File: config.mk
export PLATFORM = sky130hd
export DESIGN_NAME = grant_stream_mux
export DESIGN_NICKNAME = d
export VERILOG_FILES = /design/src/rtl/axis_reg_slice.sv /design/src/rtl/grant_stream_mux.sv
export SDC_FILE = /design/constraint.sdc
export NUM_CORES = 1
export LEC_CHECK = 0
export BUFFER_PORTS_ARGS = -buffer_cell sky130_fd_sc_hd__buf_4
export CAP_MARGIN = 0
export CELL_PAD_IN_SITES_DETAIL_PLACEMENT = 1
export CELL_PAD_IN_SITES_GLOBAL_PLACEMENT = 2
export CORE_UTILIZATION = 21
export DETAILED_ROUTE_END_ITERATION = 10
export HOLD_SLACK_MARGIN = 0.03
export PLACE_DENSITY_LB_ADDON = 0.1
export SLEW_MARGIN = 40
export SYNTH_ARGS = -nofsm -noshare
export SYNTH_HDL_FRONTEND = slang
export SYNTH_SLANG_ARGS = --single-unit
File: constraint.sdc
create_clock -name clk -period 2.2 [get_ports clk]
set_input_delay 0.22 -clock clk [delete_from_list [all_inputs] [get_ports clk]]
set_output_delay 0.22 -clock clk [all_outputs]
set_load 0.01 [all_outputs]
File: src/rtl/axis_reg_slice.sv
// Single-register valid/ready pipeline stage. The stage accepts a new word
// when it is empty or when the word it holds leaves in the same cycle. The
// held word stays stable while the output is stalled.
module axis_reg_slice #(
    parameter int unsigned W = 8
) (
    input  logic         clk,
    input  logic         rst,
    input  logic [W-1:0] in_data,
    input  logic         in_valid,
    output logic         in_ready,
    output logic [W-1:0] out_data,
    output logic         out_valid,
    input  logic         out_ready
);

    logic [W-1:0] data_q;
    logic         valid_q;

    assign in_ready  = out_ready | ~valid_q;
    assign out_data  = data_q;
    assign out_valid = valid_q;

    // Load on an input handshake, drain on an output handshake, otherwise hold.
    always_ff @(posedge clk) begin
        if (rst) begin
            data_q  <= '0;
            valid_q <= 1'b0;
        end else if (in_valid && in_ready) begin
            data_q  <= in_data;
            valid_q <= 1'b1;
        end else if (out_ready) begin
            valid_q <= 1'b0;
        end
    end

endmodule

File: src/rtl/grant_stream_mux.sv
// Packet-locked N:1 stream mux driven by an external round-robin arbiter.
// Requests go out while idle; a one-cycle grant pulse locks the mux onto one
// source until that source's tlast beat is taken. Beats leave through a
// single register slice with the source index on m_tuser. grant_err flags
// arbiter protocol violations and stays set until reset.
module grant_stream_mux #(
    parameter int unsigned N  = 4,
    parameter int unsigned DW = 32,
    parameter int unsigned SW = $clog2(N)
) (
    input  logic          clk,
    input  logic          rst,
    input  logic [N*DW-1:0] s_tdata,
    input  logic [N-1:0]  s_tvalid,
    input  logic [N-1:0]  s_tlast,
    output logic [N-1:0]  s_tready,
    output logic [N-1:0]  arb_req,
    input  logic [N-1:0]  arb_grant,
    output logic [DW-1:0] m_tdata,
    output logic          m_tvalid,
    output logic          m_tlast,
    output logic [SW-1:0] m_tuser,
    input  logic          m_tready,
    output logic          grant_err
);

    localparam logic IDLE = 1'b0;
    localparam logic BUSY = 1'b1;

    logic          state_q, state_d;
    logic [SW-1:0] sel_q, sel_d;
    logic [N-1:0]  req_q;
    logic          err_q, err_d;

    logic          cur_valid;
    logic          cur_last;
    logic [DW-1:0] cur_data;
    logic          slice_ready;
    logic          accept;
    logic          grant_any;
    logic          grant_multi;
    logic          grant_unreq;

    // Index of the lowest set bit; a multi-hot grant still resolves to one source.
    function automatic logic [SW-1:0] lsb_index(input logic [N-1:0] v);
        logic [SW-1:0] idx;
        idx = '0;
        for (int i = N - 1; i >= 0; i--) begin
            if (v[i]) idx = SW'(i);
        end
        return idx;
    endfunction

    assign cur_valid = s_tvalid[sel_q];
    assign cur_last  = s_tlast[sel_q];
    assign cur_data  = s_tdata[sel_q * DW +: DW];
    assign accept    = (state_q == BUSY) & cur_valid & slice_ready;

    assign grant_any   = |arb_grant;
    assign grant_multi = |(arb_grant & (arb_grant - N'(1)));
    assign grant_unreq = |(arb_grant & ~req_q);

    // State, selected source, last request vector and sticky error flag.
    always_ff @(posedge clk) begin
        if (rst) begin
            state_q <= IDLE;
            sel_q   <= '0;
            req_q   <= '0;
            err_q   <= 1'b0;
        end else begin
            state_q <= state_d;
            sel_q   <= sel_d;
            req_q   <= arb_req;
            err_q   <= err_d;
        end
    end

    // Next state: lock on a grant while idle, release after the tlast beat.
    always_comb begin
        state_d = state_q;
        sel_d   = sel_q;
        unique case (state_q)
            IDLE: begin
                if (grant_any) begin
                    state_d = BUSY;
                    sel_d   = lsb_index(arb_grant);
                end
            end
            BUSY: begin
                if (accept && cur_last) state_d = IDLE;
            end
            default: state_d = IDLE;
        endcase
        err_d = err_q | (grant_any & (grant_multi | (state_q == BUSY) | grant_unreq));
    end

    // Outputs: requests only while idle (masked in the grant cycle), ready only
    // to the locked source.
    always_comb begin
        arb_req  = '0;
        s_tready = '0;
        if (!rst) begin
            if (state_q == IDLE) begin
                arb_req = s_tvalid & {N{~grant_any}};
            end else begin
                for (int i = 0; i < N; i++) begin
                    if (sel_q == SW'(i)) s_tready[i] = slice_ready;
                end
            end
        end
    end

    assign grant_err = err_q;

    axis_reg_slice #(
        .W(DW + SW + 1)
    ) u_out_slice (
        .clk      (clk),
        .rst      (rst),
        .in_data  ({sel_q, cur_last, cur_data}),
        .in_valid ((state_q == BUSY) & cur_valid),
        .in_ready (slice_ready),
        .out_data ({m_tuser, m_tlast, m_tdata}),
        .out_valid(m_tvalid),
        .out_ready(m_tready)
    );

endmodule

; Word level (Yosys, flattened, before mapping)
; Cells that the tools add are included.
[op_classes]
n_bitwise = 14
shift = 1
reduce_logical = 8
magnitude_cmp = 1
n_eq_ne = 3
n_addsub = 1
n_mux = 21
[op_table]
columns = operator, n
row1 = $shiftx 128x8->32, 1
row2 = $mux 4, 4
row3 = $and 4x4->4, 3
row4 = $reduce_or 4->1, 3
row5 = $mux 1, 10
row6 = $mux 2, 4
row7 = $bmux 1 s2, 2
row8 = $eq 2x2->1 const B, 2
row9 = $not 4->4, 1
row10 = $or 1x1->1, 4
row11 = $sub 4x1->4 const B, 1
row12 = $and 1x1->1, 3
row13 = $lt 2x3->1 const B, 1
row14 = $not 1->1, 3
row15 = $eq 2x1->1 const B, 1
row16 = $logic_and 1x1->1, 2
row17 = $logic_not 2->1, 1
row18 = $pmux 1 s2, 1
row19 = $reduce_and 2->1, 1
row20 = $reduce_bool 2->1, 1
[totals]
ff_bits = 44
inputBits = 143
elab_cells = 55
output_inout_bits = 45

; Logic depth before layout (Yosys ltp)
; Gate-level depths: netlist (run 1).
[depth]
ltp_word = 7
ltp_mapped = 7

; Cells and area by module
; Synthesis (run 1) repeated with hierarchy kept, for this count alone.
[unflattened]
cells_unflattened = 259
hier_area_um2 = 2960.3
[by_module_without_submodules]
columns = mod, area_per_inst_um2, instances, cells_each, seq_area_each_um2
row1 = axis_reg_slice, 1692.9, 1, 164, 720.7
row2 = grant_stream_mux, 1267.5, 1, 95, 160.2

; Least setup slack after synthesis (run 1)
; No wires, ideal clock.
[synth_path]
path_type = flip-flop to flip-flop
start = register sel_q[0]
end = register u_out_slice.data_q[20], in the netlist u_out_slice.out_data[20]
path_slack_ps = 532
stages_incl_launch_ff = 6
required_ps = 2065
arrival_ps = 1533
synth_period_minus_slack_ps = 1668
path_cell_list = dfxtp_1 > buf_6 > buf_2 > mux4_1 > nand2_1 > a21oi_2
[synth_between]
elab_chain_cells = 4
elab_cells_between_ends = 5
[synth_rtl]
columns = element, line_no
row1 = start: declaration, grant_stream_mux.sv:31  ; logic [SW-1:0] sel_q, sel_d;
row2 = start signal: assignment, grant_stream_mux.sv:72  ; sel_q <= sel_d;
row3 = branches (longest 4 deep; another with $shiftx 128x8->32), n/a
row4 = end signal: assignment, axis_reg_slice.sv:30  ; data_q <= in_data;
row5 = end: declaration, axis_reg_slice.sv:17  ; logic [W-1:0] data_q;
; Several ways; the timed one is not identified. The select of a mux whose other input is x is not followed.
; A chain may end at the register's enable or synchronous reset.

; Worst setup path in the final report (run 1)
[layout_path]
start = register state_q
end = output arb_req[1]
[layout_between]
elab_chain_cells = 2
[layout_rtl]
columns = element, line_no
row1 = start: declaration, grant_stream_mux.sv:30  ; logic state_q, state_d;
row2 = start signal: assignment, grant_stream_mux.sv:71  ; state_q <= state_d;
row3 = $mux 4, grant_stream_mux.sv:103  ; if (state_q == IDLE) begin
row4 = $mux 4, grant_stream_mux.sv:102  ; if (!rst) begin
row5 = end: declaration, grant_stream_mux.sv:17  ; output logic [N-1:0] arb_req,
; No other way between the ends.

==> results of run 1 <==
[per-stage QoR]
| step | hold WS [ns] | cell area (µm²) | std cells | utilization [%] | setup slack [ns] |
|---|---|---|---|---|---|
| global placement | 0.443 | 4040 | 563 | 35.1 | 0.369 |
| global route | 0.187 | 4200 | 569 | 36.4 | 0.202 |
| CTS | 0.163 | 4200 | 569 | 36.4 | 0.327 |
| floorplan | 0.342 | 2500 | 249 | - | 0.532 |
| finish | 0.169 | 4200 | 569 | 36.4 | 0.346 |
| detailed placement | 0.449 | 4040 | 563 | 35.1 | 0.348 |
[state kept, by name, indices dropped and copies added (netlist names)]
signal and cells:
state_q 1, u_out_slice.out_data 35, grant_err 1, sel_q 2
req_q 4, u_out_slice.out_valid 1
[report_power, final]
part | switching [mW] | leakage, nW | internal [mW]
combinational | 0.287 | 1.37 | 0.416
sequential | 0.0304 | 0.360 | 0.855
clock | 0.291 | 0.0757 | 0.523
total | 0.608 | 1.81 | 1.79
[placed cells by master, fill, tap and decap left out, drive strengths merged]
master,synthesis,final
clkbuf,10,5
a22o,2,2
nand2b,1,1
mux2,1,1
nand2,72,72
nor4,1,1
inv,4,4
nand3,1,1
nand4,1,1
nor4bb,1,1
nor4b,2,2
and3,1,1
nor3b,1,1
mux4,34,34
dfxtp,44,44
nor2,11,11
a211oi,1,1
buf,12,193
bufinv,0,1
and2,8,8
a21oi,37,37
o22ai,2,2
nor3,2,2
[cell type report]
class | instances | area (µm²) | area share (%)
tap | 143 | 179 | 4.26
timing repair buffer | 193 | 1490 | 35.4
clock inverter | 1 | 30.0 | 0.716
sequential | 44 | 883 | 21.1
clock buffer | 5 | 125 | 2.98
multi-input combinational | 179 | 1480 | 35.2
inverter | 4 | 15.0 | 0.358
[kinds of logic (layout without fill, tap and decap cells)]
group / count (synthesis) / count (layout)
compound gates: 42 / 42
buf+inv: 26 / 203
flops: 44 / 44
mux: 35 / 35
simple gates: 102 / 102
[worst max-delay path by stage]
| stage | from | end | slack, ns | depth (start not counted) |
|---|---|---|---|---|
| 4_1_cts | state_q$_SDFF_PP0_ | arb_req[1] | 0.33 | 4 |
| 6_report | state_q$_SDFF_PP0_ | arb_req[1] | 0.35 | 4 |
| 3_3_place_gp | sel_q[0]$_SDFFE_PP0P_ | u_out_slice.out_data[34]$_SDFFE_PP0P_ | 0.37 | 5 |
| 5_1_grt | state_q$_SDFF_PP0_ | arb_req[1] | 0.20 | 4 |
| 2_1_floorplan | sel_q[0]$_SDFFE_PP0P_ | u_out_slice.out_data[20]$_SDFFE_PP0P_ | 0.53 | 5 |
| 3_5_place_dp | sel_q[0]$_SDFFE_PP0P_ | u_out_slice.out_data[34]$_SDFFE_PP0P_ | 0.35 | 5 |
[per-layer routing]
layer  vias up  wire (µm)
met5         -          0
met4         0         42
met3         2        672
met2       102       4630
met1      1227       3590
li1       1246          -
==> reports/results.tsv, run 1 <==
stage	metric	value	unit
status	status	finished with violations	
status	violations	DRC	
logic_synthesis	ys_ff_latch	44	
min_path	hold_path_depth	2	
final_layout	finalNetCount	570	
route	viasPerCell	4.53	
logic_synthesis	async_reset_ff_share	0	%
logic_synthesis	synth_area	2500	µm²
final_layout	nFillCells	1344	
timing	period_minus_slack	1.85	ns
power_and_ir_drop	p_total	2.40	mW
setup_path	timing.rr.start	sel_q[0]$_SDFFE_PP0P_	
floorplan	fp.dieW	111	µm
setup_path	slowest_stage	nor3_1	
grt	gr-usage-met3	3.77	%
setup_path	crit_path_frequent_cell	buf_4	
clock_tree	cts_sinks	44	
placement	io_buffers	187	
grt	busiest_layer	met2	
logic_synthesis	ys_dominant_reg_cell	dfxtp_1	
clock_tree	numCtsBuffers	5	
grt	grt_max_degree	41	
route	routed_wl	8930	µm
grt	use_met2	26.4	%
floorplan	die-area	12300	µm²
min_path	min-delay-start	s_tvalid[2]	
floorplan	ios	188	
power_and_ir_drop	p_leak	1.81	nW
final_layout	antenna_cells	0	
grt	grt_pass1_vias	2733	
logic_synthesis	synth.area.mux_share	31.6	%
setup_path	worst_ep_required_time	1.98	ns
setup_path	crit_family	simple AND/OR/NAND/NOR gates	
logic_synthesis	synth-xor-area-share	0	%
clock_tree	clk_transition_reported_paths	0.06	ns
logic_synthesis	synth_seq_area_share	35.3	%
route	drtIter0Drc	71	
logic_synthesis	synth-simple-area-share	17.9	%
setup_path	cp_max_fo	11	
route	dr_total_vias	2577	
timing	skew	0.00221	ns
floorplan	rows	39	
logic_synthesis	synth_compound_area_share	9.67	%
logic_synthesis	synth_most_common_cell	nand2_1	
route	drt_pass1_iterations	7	
timing	slew_headroom	57.1	%
timing	maxSlewViolCount	0	
clock_tree	cts_tree	built	
logic_synthesis	synth_cells	249	
setup_path	cp.arrival	1.63	ns
setup_path	end_kind	output port	
logic_synthesis	yosys_warnings	0	
grt	grt_pass1_wl	14000	µm
clock_tree	hold_buffers	0	
clock_tree	root_buffer	clkbuf_16	
clock_tree	cts_resized	0	
clock_tree	post_cts_buffers	0	
logic_synthesis	synth-edff-count	0	
logic_synthesis	syn_nets	392	
grt	grtUsageTotal	14.5	%
setup_path	start_kind	flip-flop	
route	final_antenna_net_count	0	
timing	clock.fmax	539	MHz
logic_synthesis	syn_area_per_cell	10.0	µm²
clock_tree	htreeDepth	2	
logic_synthesis	synth_area_leader_cell	dfxtp_1	
timing	setup_viol	0	
grt	antenna_found_initial	0	
setup_path	r2r_slack	0.38	ns
timing	finalCritPeriodShare	84.3	%
min_path	min_to	req_q[2]$_SDFF_PP0_	
placement	dp_hpwl	6780	µm
final_layout	final_layout_size_suffix_gt1_share	56.3	%
setup_path	rr_endpoint	u_out_slice.out_data[22]$_SDFFE_PP0P_	
min_path	hold_path.class	input port to flip-flop	
route	routedWlPerCell	15.7	µm
grt	overflow	0	
setup_path	critPathMaxStageDelay	0.54	ns
timing	rsz0062_at_grt	false	
power_and_ir_drop	peakVddDrop	0.313	mV
floorplan	die_h	111	µm
logic_synthesis	synth_top_area_share	35.3	%
setup_path	path_cells	buf_4, nor3_1, and2_1, buf_4	
setup_path	r2r_cells	5	
grt	grtUsageMet1	17.0	%
logic_synthesis	synth_top_family_by_area	multiplexers	
floorplan	initial_utilization	21.7	%
logic_synthesis	synthTopCellsByArea	dfxtp_1, mux4_2, nand2_1	
setup_path	crit_buf_inv	2	
final_layout	area_growth	68.0	%
logic_synthesis	synthAdderAreaFrac	0	%
timing	worst_pin_slew	0.639	ns
logic_synthesis	ys_types	26	
floorplan	core_area	11500	µm²
route	drc	30	
clock_tree	clk_latency	0.28	ns
timing	timing.setup.tns	0	ns
job	maxCapViolations	0	
placement	gp_congestion	0.676	
setup_path	path_class	flip-flop to output port	
logic_synthesis	synthTopCellsByCount	nand2_1, dfxtp_1, a21oi_1	
timing	hold_violations	0	
clock_tree	clock_path_buffers	2	
power_and_ir_drop	p_per_area	573	nW/µm²
No activity file was read; power rests on OpenSTA's default activity.
==> inputs of run 2 (changes only) <==
--- a/config.mk
+++ b/config.mk
@@ -5,11 +5,12 @@
 export SDC_FILE = /design/constraint.sdc
 export NUM_CORES = 1
 export LEC_CHECK = 0
+export ABC_AREA = 1
 export BUFFER_PORTS_ARGS = -buffer_cell sky130_fd_sc_hd__buf_4
 export CAP_MARGIN = 0
 export CELL_PAD_IN_SITES_DETAIL_PLACEMENT = 1
 export CELL_PAD_IN_SITES_GLOBAL_PLACEMENT = 2
-export CORE_UTILIZATION = 21
+export CORE_UTILIZATION = 18
 export DETAILED_ROUTE_END_ITERATION = 10
 export HOLD_SLACK_MARGIN = 0.03
 export PLACE_DENSITY_LB_ADDON = 0.1
==> constraint.sdc (replaced) <==
create_clock -name clk -period 1.8 [get_ports clk]
set_input_delay 0.18 -clock clk [delete_from_list [all_inputs] [get_ports clk]]
set_output_delay 0.18 -clock clk [all_outputs]
set_load 0.01 [all_outputs]
==> run 2 against run 1 <==
Against the previous run: the run now ends clean; sequential power increased by 27%; cell count increased by 35%; clock power increased by 7.9%; utilization decreased by 4.9 points; total power increased by 25%; clock-buffer cell count increased by 1; critical path depth increased by 1; global-route usage increased by 1.7 points; critical endpoint is now s_tready[2]; highest routed layer unchanged.
==> reports/results.tsv, run 2 <==
stage	metric	value	unit
floorplan	die_h	120	µm
timing	skew	0.00837	ns
final_layout	nFillCells	1763	
placement	gp_congestion	0.780	
logic_synthesis	syn_nets	559	
clock_tree	root_buffer	clkbuf_16	
setup_path	worst_ep_required_time	1.62	ns
floorplan	ios	188	
logic_synthesis	synth_area	2510	µm²
timing	period_minus_slack	1.65	ns
timing	timing.setup.tns	0	ns
floorplan	rows	42	
grt	antenna_found_initial	0	
final_layout	layout_common_cells	buf_4, nand2_1, nor2_1, dfxtp_1, nand3_1	
grt	overflow	0	
logic_synthesis	synth_most_common_cell	nand2_1	
grt	grt_max_degree	36	
route	drc	0	
power_and_ir_drop	p_per_area	707	nW/µm²
power_and_ir_drop	p_total	2.99	mW
logic_synthesis	synth_cells	416	
route	routed_wl	11800	µm
floorplan	fp.dieW	120	µm
floorplan	initial_utilization	18.7	%
timing	fin_hold_ws	0.113	ns
job	maxCapViolations	0	
grt	grt_pass1_vias	3565	
clock_tree	clk_latency	0.28	ns
grt	grtUsageTotal	16.2	%
logic_synthesis	synthTopCellsByCount	nand2_1, nor2_1, dfxtp_1	
floorplan	core_area	13500	µm²
logic_synthesis	synth_area_leader_cell	dfxtp_1	
grt	grt_pass1_wl	18400	µm
route	drt_pass1_iterations	4	
clock_tree	cts_sinks	44	
route	dr_total_vias	3394	
power_and_ir_drop	p_leak	2.01	nW
timing	slew_headroom	73.0	%
setup_path	cp.arrival	1.47	ns
timing	clock.fmax	607	MHz
logic_synthesis	synth_top_area_share	35.0	%
route	routedWlPerCell	15.3	µm
floorplan	die-area	14400	µm²
clock_tree	htreeDepth	2	
placement	dp_hpwl	8710	µm
final_layout	finalNetCount	737	
route	final_antenna_net_count	0	
power_and_ir_drop	peakVddDrop	0.358	mV
setup_path	path_class	flip-flop to output port	
timing	hold_violations	0	
logic_synthesis	synth-edff-count	0	
logic_synthesis	ys_ff_latch	44	
setup_path	start_kind	flip-flop	
final_layout	area_growth	68.5	%
logic_synthesis	syn_area_per_cell	6.04	µm²
placement	io_buffers	187	
clock_tree	post_cts_buffers	0	
logic_synthesis	ys_dominant_reg_cell	dfxtp_1	
timing	maxSlewViolCount	0	
final_layout	final_layout_size_suffix_gt1_share	36.0	%
clock_tree	cts_tree	built	
final_layout	layout_commonest_cell	buf_4	
clock_tree	numCtsBuffers	5	
status	status	finished clean	
timing	worst_pin_slew	0.405	ns
final_layout	fin_area	4240	µm²
setup_path	end_kind	output port	
timing	rsz0062_at_grt	false	
route	viasPerCell	4.41	
clock_tree	clk_transition_reported_paths	0.07	ns
placement	place_area	4100	µm²
logic_synthesis	synthTopCellsByArea	dfxtp_1, nand2_1, nor2_1	
timing	setup_viol	0	
final_layout	fin_util	31.5	%
timing	finalCritPeriodShare	91.6	%
final_layout	antenna_cells	0	
setup_path	cp_max_fo	6	
min_path	hold_path.class	input port to flip-flop	
logic_synthesis	synth_seq_area_share	35.0	%
logic_synthesis	ys_types	19	
final_layout	largest_register_ffs	35	
clock_tree	cts_resized	0	
route	drtIter0Drc	95	
clock_tree	clock_path_buffers	2	
logic_synthesis	async_reset_ff_share	0	%
logic_synthesis	yosys_warnings	0	
clock_tree	hold_buffers	0	
-- run 2: cell types whose count changed in the layout (fill, tap and decap cells not counted), sizes merged, moves of 5 or more --
cell	delta
o21ai	+35
nor2	+75
mux4	-34
and2	-8
buf	+5
nand4	+31
a21oi	-31
nand3	+34
nand2	+60
inv	+10
-- run 2: cell type report --
class	count	area (µm²)	area share, %
clock buffers	6	129	3.04
clock inverters	1	5.00	0.118
inverters	14	57.6	1.36
multi-input cells	331	1440	34.1
flip-flops and latches	44	882	20.8
well taps	176	220	5.20
repair buffers	198	1500	35.4
-- run 2: critical path, cell delays in order (launching register included) --
cell and delay, ns:
dfxtp_1 0.33, inv_1 0.10, nor2_2 0.21, nand2_1 0.13, nor3_1 0.24, buf_4 0.18
-- run 2: layer usage --
layer  global-route usage [%]  vias up  part of all wire, %
li1                         -     1715                    -
met1                     20.0     1560                   45
met2                     29.1      113                   47
met3                     3.25        6                  7.1
met4                     2.81        0                 0.77
met5                        0        -                    0
-- run 2: report_power, final --
| part | total [mW] | switching, mW | internal [mW] |
|---|---|---|---|
| clock network | 0.878 | 0.373 | 0.505 |
| logic | 1.00 | 0.517 | 0.484 |
| registers | 1.12 | 0.0510 | 1.06 |
| total | 2.99 | 0.941 | 2.05 |
-- run 2: kinds of logic after synthesis --
group | synth area share [%]
compound gates | 8.46
simple gates | 48.8
buf+inv | 7.72
flops | 35.0
-- run 2: per-stage QoR --
stage | setup slack, ns | std cells
floorplan | 0.502 | 416
global route | 0.0704 | 770
CTS | 0.0547 | 770
finish | 0.151 | 770
detailed placement | 0.105 | 763
global placement | 0.168 | 763
-- run 2: worst paths after layout --
| check | start | to | depth (start not counted) | slack, ns |
|---|---|---|---|---|
| max | state_q$_SDFF_PP0_ | s_tready[2] | 5 | 0.15 |
| min | rst | state_q$_SDFF_PP0_ | 2 | 0.11 |
| max reg2reg | sel_q[1]$_SDFFE_PP0P_ | u_out_slice.out_data[11]$_SDFFE_PP0P_ | 7 | 0.24 |
| min reg2reg | grant_err$_SDFF_PP0_ | grant_err$_SDFF_PP0_ | 2 | 0.46 |
==> inputs of run 3 (changes only) <==
--- a/config.mk
+++ b/config.mk
@@ -10,10 +10,10 @@
 export CAP_MARGIN = 0
 export CELL_PAD_IN_SITES_DETAIL_PLACEMENT = 1
 export CELL_PAD_IN_SITES_GLOBAL_PLACEMENT = 2
-export CORE_UTILIZATION = 18
+export CORE_UTILIZATION = 20
 export DETAILED_ROUTE_END_ITERATION = 10
 export HOLD_SLACK_MARGIN = 0.03
-export PLACE_DENSITY_LB_ADDON = 0.1
+export PLACE_DENSITY = 0.95
 export SLEW_MARGIN = 40
 export SYNTH_ARGS = -nofsm -noshare
 export SYNTH_HDL_FRONTEND = slang
==> constraint.sdc (replaced) <==
create_clock -name clk -period 2 [get_ports clk]
set_input_delay 0.2 -clock clk [delete_from_list [all_inputs] [get_ports clk]]
set_output_delay 0.2 -clock clk [all_outputs]
set_load 0.01 [all_outputs]
==> run 3 against run 2 <==
Against the previous run: global-route usage is 0.25 points higher; die area is 9.8% lower; cell count is 0.91% lower; critical endpoint is now u_out_slice.out_data[13]$_SDFFE_PP0P_; combinational power is 12% lower; flip-flop and latch count stayed put; critical path type is now flip-flop to flip-flop; largest power group unchanged; total power is 9.9% lower; clock-buffer cell count is 2 higher; register-to-register slack better by 0.04 ns; first-iteration DRC count is 24% higher; routed wire length is 9.4% lower; via count hardly changed.
==> reports/results.tsv, run 3 (synthesis gave the netlist of run 2 again) <==
stage	metric	value	unit
status	status	finished clean	
final_layout	fin_cells	763	
placement	place_inst	755	
floorplan	core_area	12100	µm²
floorplan	die-area	13000	µm²
route	viasPerCell	4.45	
floorplan	fp.dieW	114	µm
clock_tree	cts_sinks	44	
clock_tree	post_cts_buffers	0	
route	drt_pass1_iterations	4	
power_and_ir_drop	power.internal	1.89	mW
power_and_ir_drop	sw_frac_of_total	30.0	%
route	drc	0	
floorplan	initial_utilization	20.8	%
power_and_ir_drop	peakVddDrop	0.337	mV
clock_tree	clk_latency	0.28	ns
timing	clock.fmax	581	MHz
floorplan	ios	188	
grt	grt_pass1_wl	17100	µm
final_layout	fin_util	35.0	%
route	routedWlPerCell	14.0	µm
route	final_antenna_net_count	0	
timing	maxSlewViolCount	0	
min_path	hold_path.class	input port to flip-flop	
route	drtIter0Drc	118	
floorplan	die_h	114	µm
placement	dp_hpwl	8440	µm
final_layout	multiInputGateArea	1440	µm²
grt	antenna_found_initial	0	
power_and_ir_drop	p_per_area	636	nW/µm²
final_layout	finalNetCount	737	
timing	slew_headroom	50.9	%
timing	worst_pin_slew	0.735	ns
final_layout	layout_common_cells	buf_4, nand2_1, nor2_1, dfxtp_1, nand3_1	
timing	final.setup.worst_slack	0.279	ns
placement	pre_cts_slack	0.215	ns
grt	grt_max_degree	36	
setup_path	cp_max_fo	17	
grt	grt_pass1_vias	3627	
clock_tree	numCtsBuffers	5	
final_layout	area_growth	68.8	%
placement	io_buffers	187	
clock_tree	clk_transition_reported_paths	0.06	ns
clock_tree	root_buffer	clkbuf_16	
clock_tree	clock_path_buffers	2	
clock_tree	htreeDepth	2	
timing	skew	0.00767	ns
final_layout	final_layout_size_suffix_gt1_share	35.8	%
setup_path	end_kind	flip-flop	
setup_path	cp.arrival	1.93	ns
setup_path	start_kind	flip-flop	
final_layout	layout_commonest_cell	buf_4	
power_and_ir_drop	clockPowerShare	30.1	%
setup_path	worst_ep_required_time	2.21	ns
clock_tree	cts_resized	0	
timing	hold_violations	0	
grt	grtUsageTotal	16.5	%
clock_tree	hold_buffers	0	
grt	overflow	0	
power_and_ir_drop	p_switching	0.809	mW
timing	finalCritPeriodShare	86.1	%
job	maxCapViolations	0	
power_and_ir_drop	power_frac_comb	32.7	%
clock_tree	cts_tree	built	
floorplan	rows	40	
final_layout	seq_area	882	µm²
timing	setup_viol	0	
timing	timing.setup.tns	0	ns
final_layout	largest_register_ffs	35	
route	dr_total_vias	3395	
timing	period_minus_slack	1.72	ns
route	routed_wl	10700	µm
timing	rsz0062_at_grt	false	
setup_path	path_class	flip-flop to flip-flop	
final_layout	nFillCells	1599	
power_and_ir_drop	p_leak	2.02	nW
power_and_ir_drop	seqPwrFrac	37.2	%
final_layout	antenna_cells	0	
placement	gp_congestion	0.752	
run 3: cell count changes in the layout (fill, tap and decap cells not counted), sizes merged:
cell / before / now
clkbuf: 6 / 8
clkinv: 1 / 0
run 3: final cells by class:
| class | count | share of cell area [%] |
|---|---|---|
| repair buffers | 198 | 35.6 |
| multi-input cells | 331 | 34.0 |
| flip-flops and latches | 44 | 20.8 |
| well taps | 168 | 4.95 |
| clock buffers | 8 | 3.45 |
| inverters | 14 | 1.24 |
run 3: path summary, 6_finish.rpt:
check / startpoint / endpoint / slack (ns) / cells after the start
max: sel_q[0]$_SDFFE_PP0P_ / u_out_slice.out_data[13]$_SDFFE_PP0P_ / 0.28 / 6
min: rst / state_q$_SDFF_PP0_ / 0.13 / 2
max reg2reg: sel_q[0]$_SDFFE_PP0P_ / u_out_slice.out_data[13]$_SDFFE_PP0P_ / 0.28 / 6
min reg2reg: grant_err$_SDFF_PP0_ / grant_err$_SDFF_PP0_ / 0.46 / 2
run 3: power by group through the flow:
stage | clock [mW] | combinational, mW | sequential [mW]
floorplan | 0 | 0.388 | 1.05
global placement | 0 | 0.875 | 1.02
detailed placement | 0 | 0.898 | 1.02
CTS | 0.850 | 0.901 | 1.00
global route | 0.880 | 0.991 | 1.01
finish | 0.814 | 0.882 | 1.00
run 3: routing by layer:
metal  routed length, µm  global-route usage, %  vias up  part of all wire (%)
met5                   0                      0        -                     0
met4                  81                   3.20        0                  0.76
met3                 783                   3.39        8                   7.4
met2                5370                   31.8      132                    50
met1                4420                   18.5     1539                    41
li1                    -                      -     1716                     -
run 3: critical path, stage by stage (launching register included):
cell	delay (ns)
dfxtp_1	0.33
nor2_2	0.59
buf_4	0.36
nand2_1	0.09
nand4_1	0.10
o21ai_1	0.08
nor2_1	0.11
run 3: metrics by stage:
stage	total power [mW]	hold slack, ns	cell area (µm²)
after global placement	1.90	0.421	4100
after global routing	2.89	0.136	4240
after detailed placement	1.92	0.428	4100
after CTS	2.76	0.126	4240
final	2.70	0.133	4240
after floorplan	1.44	0.269	2510
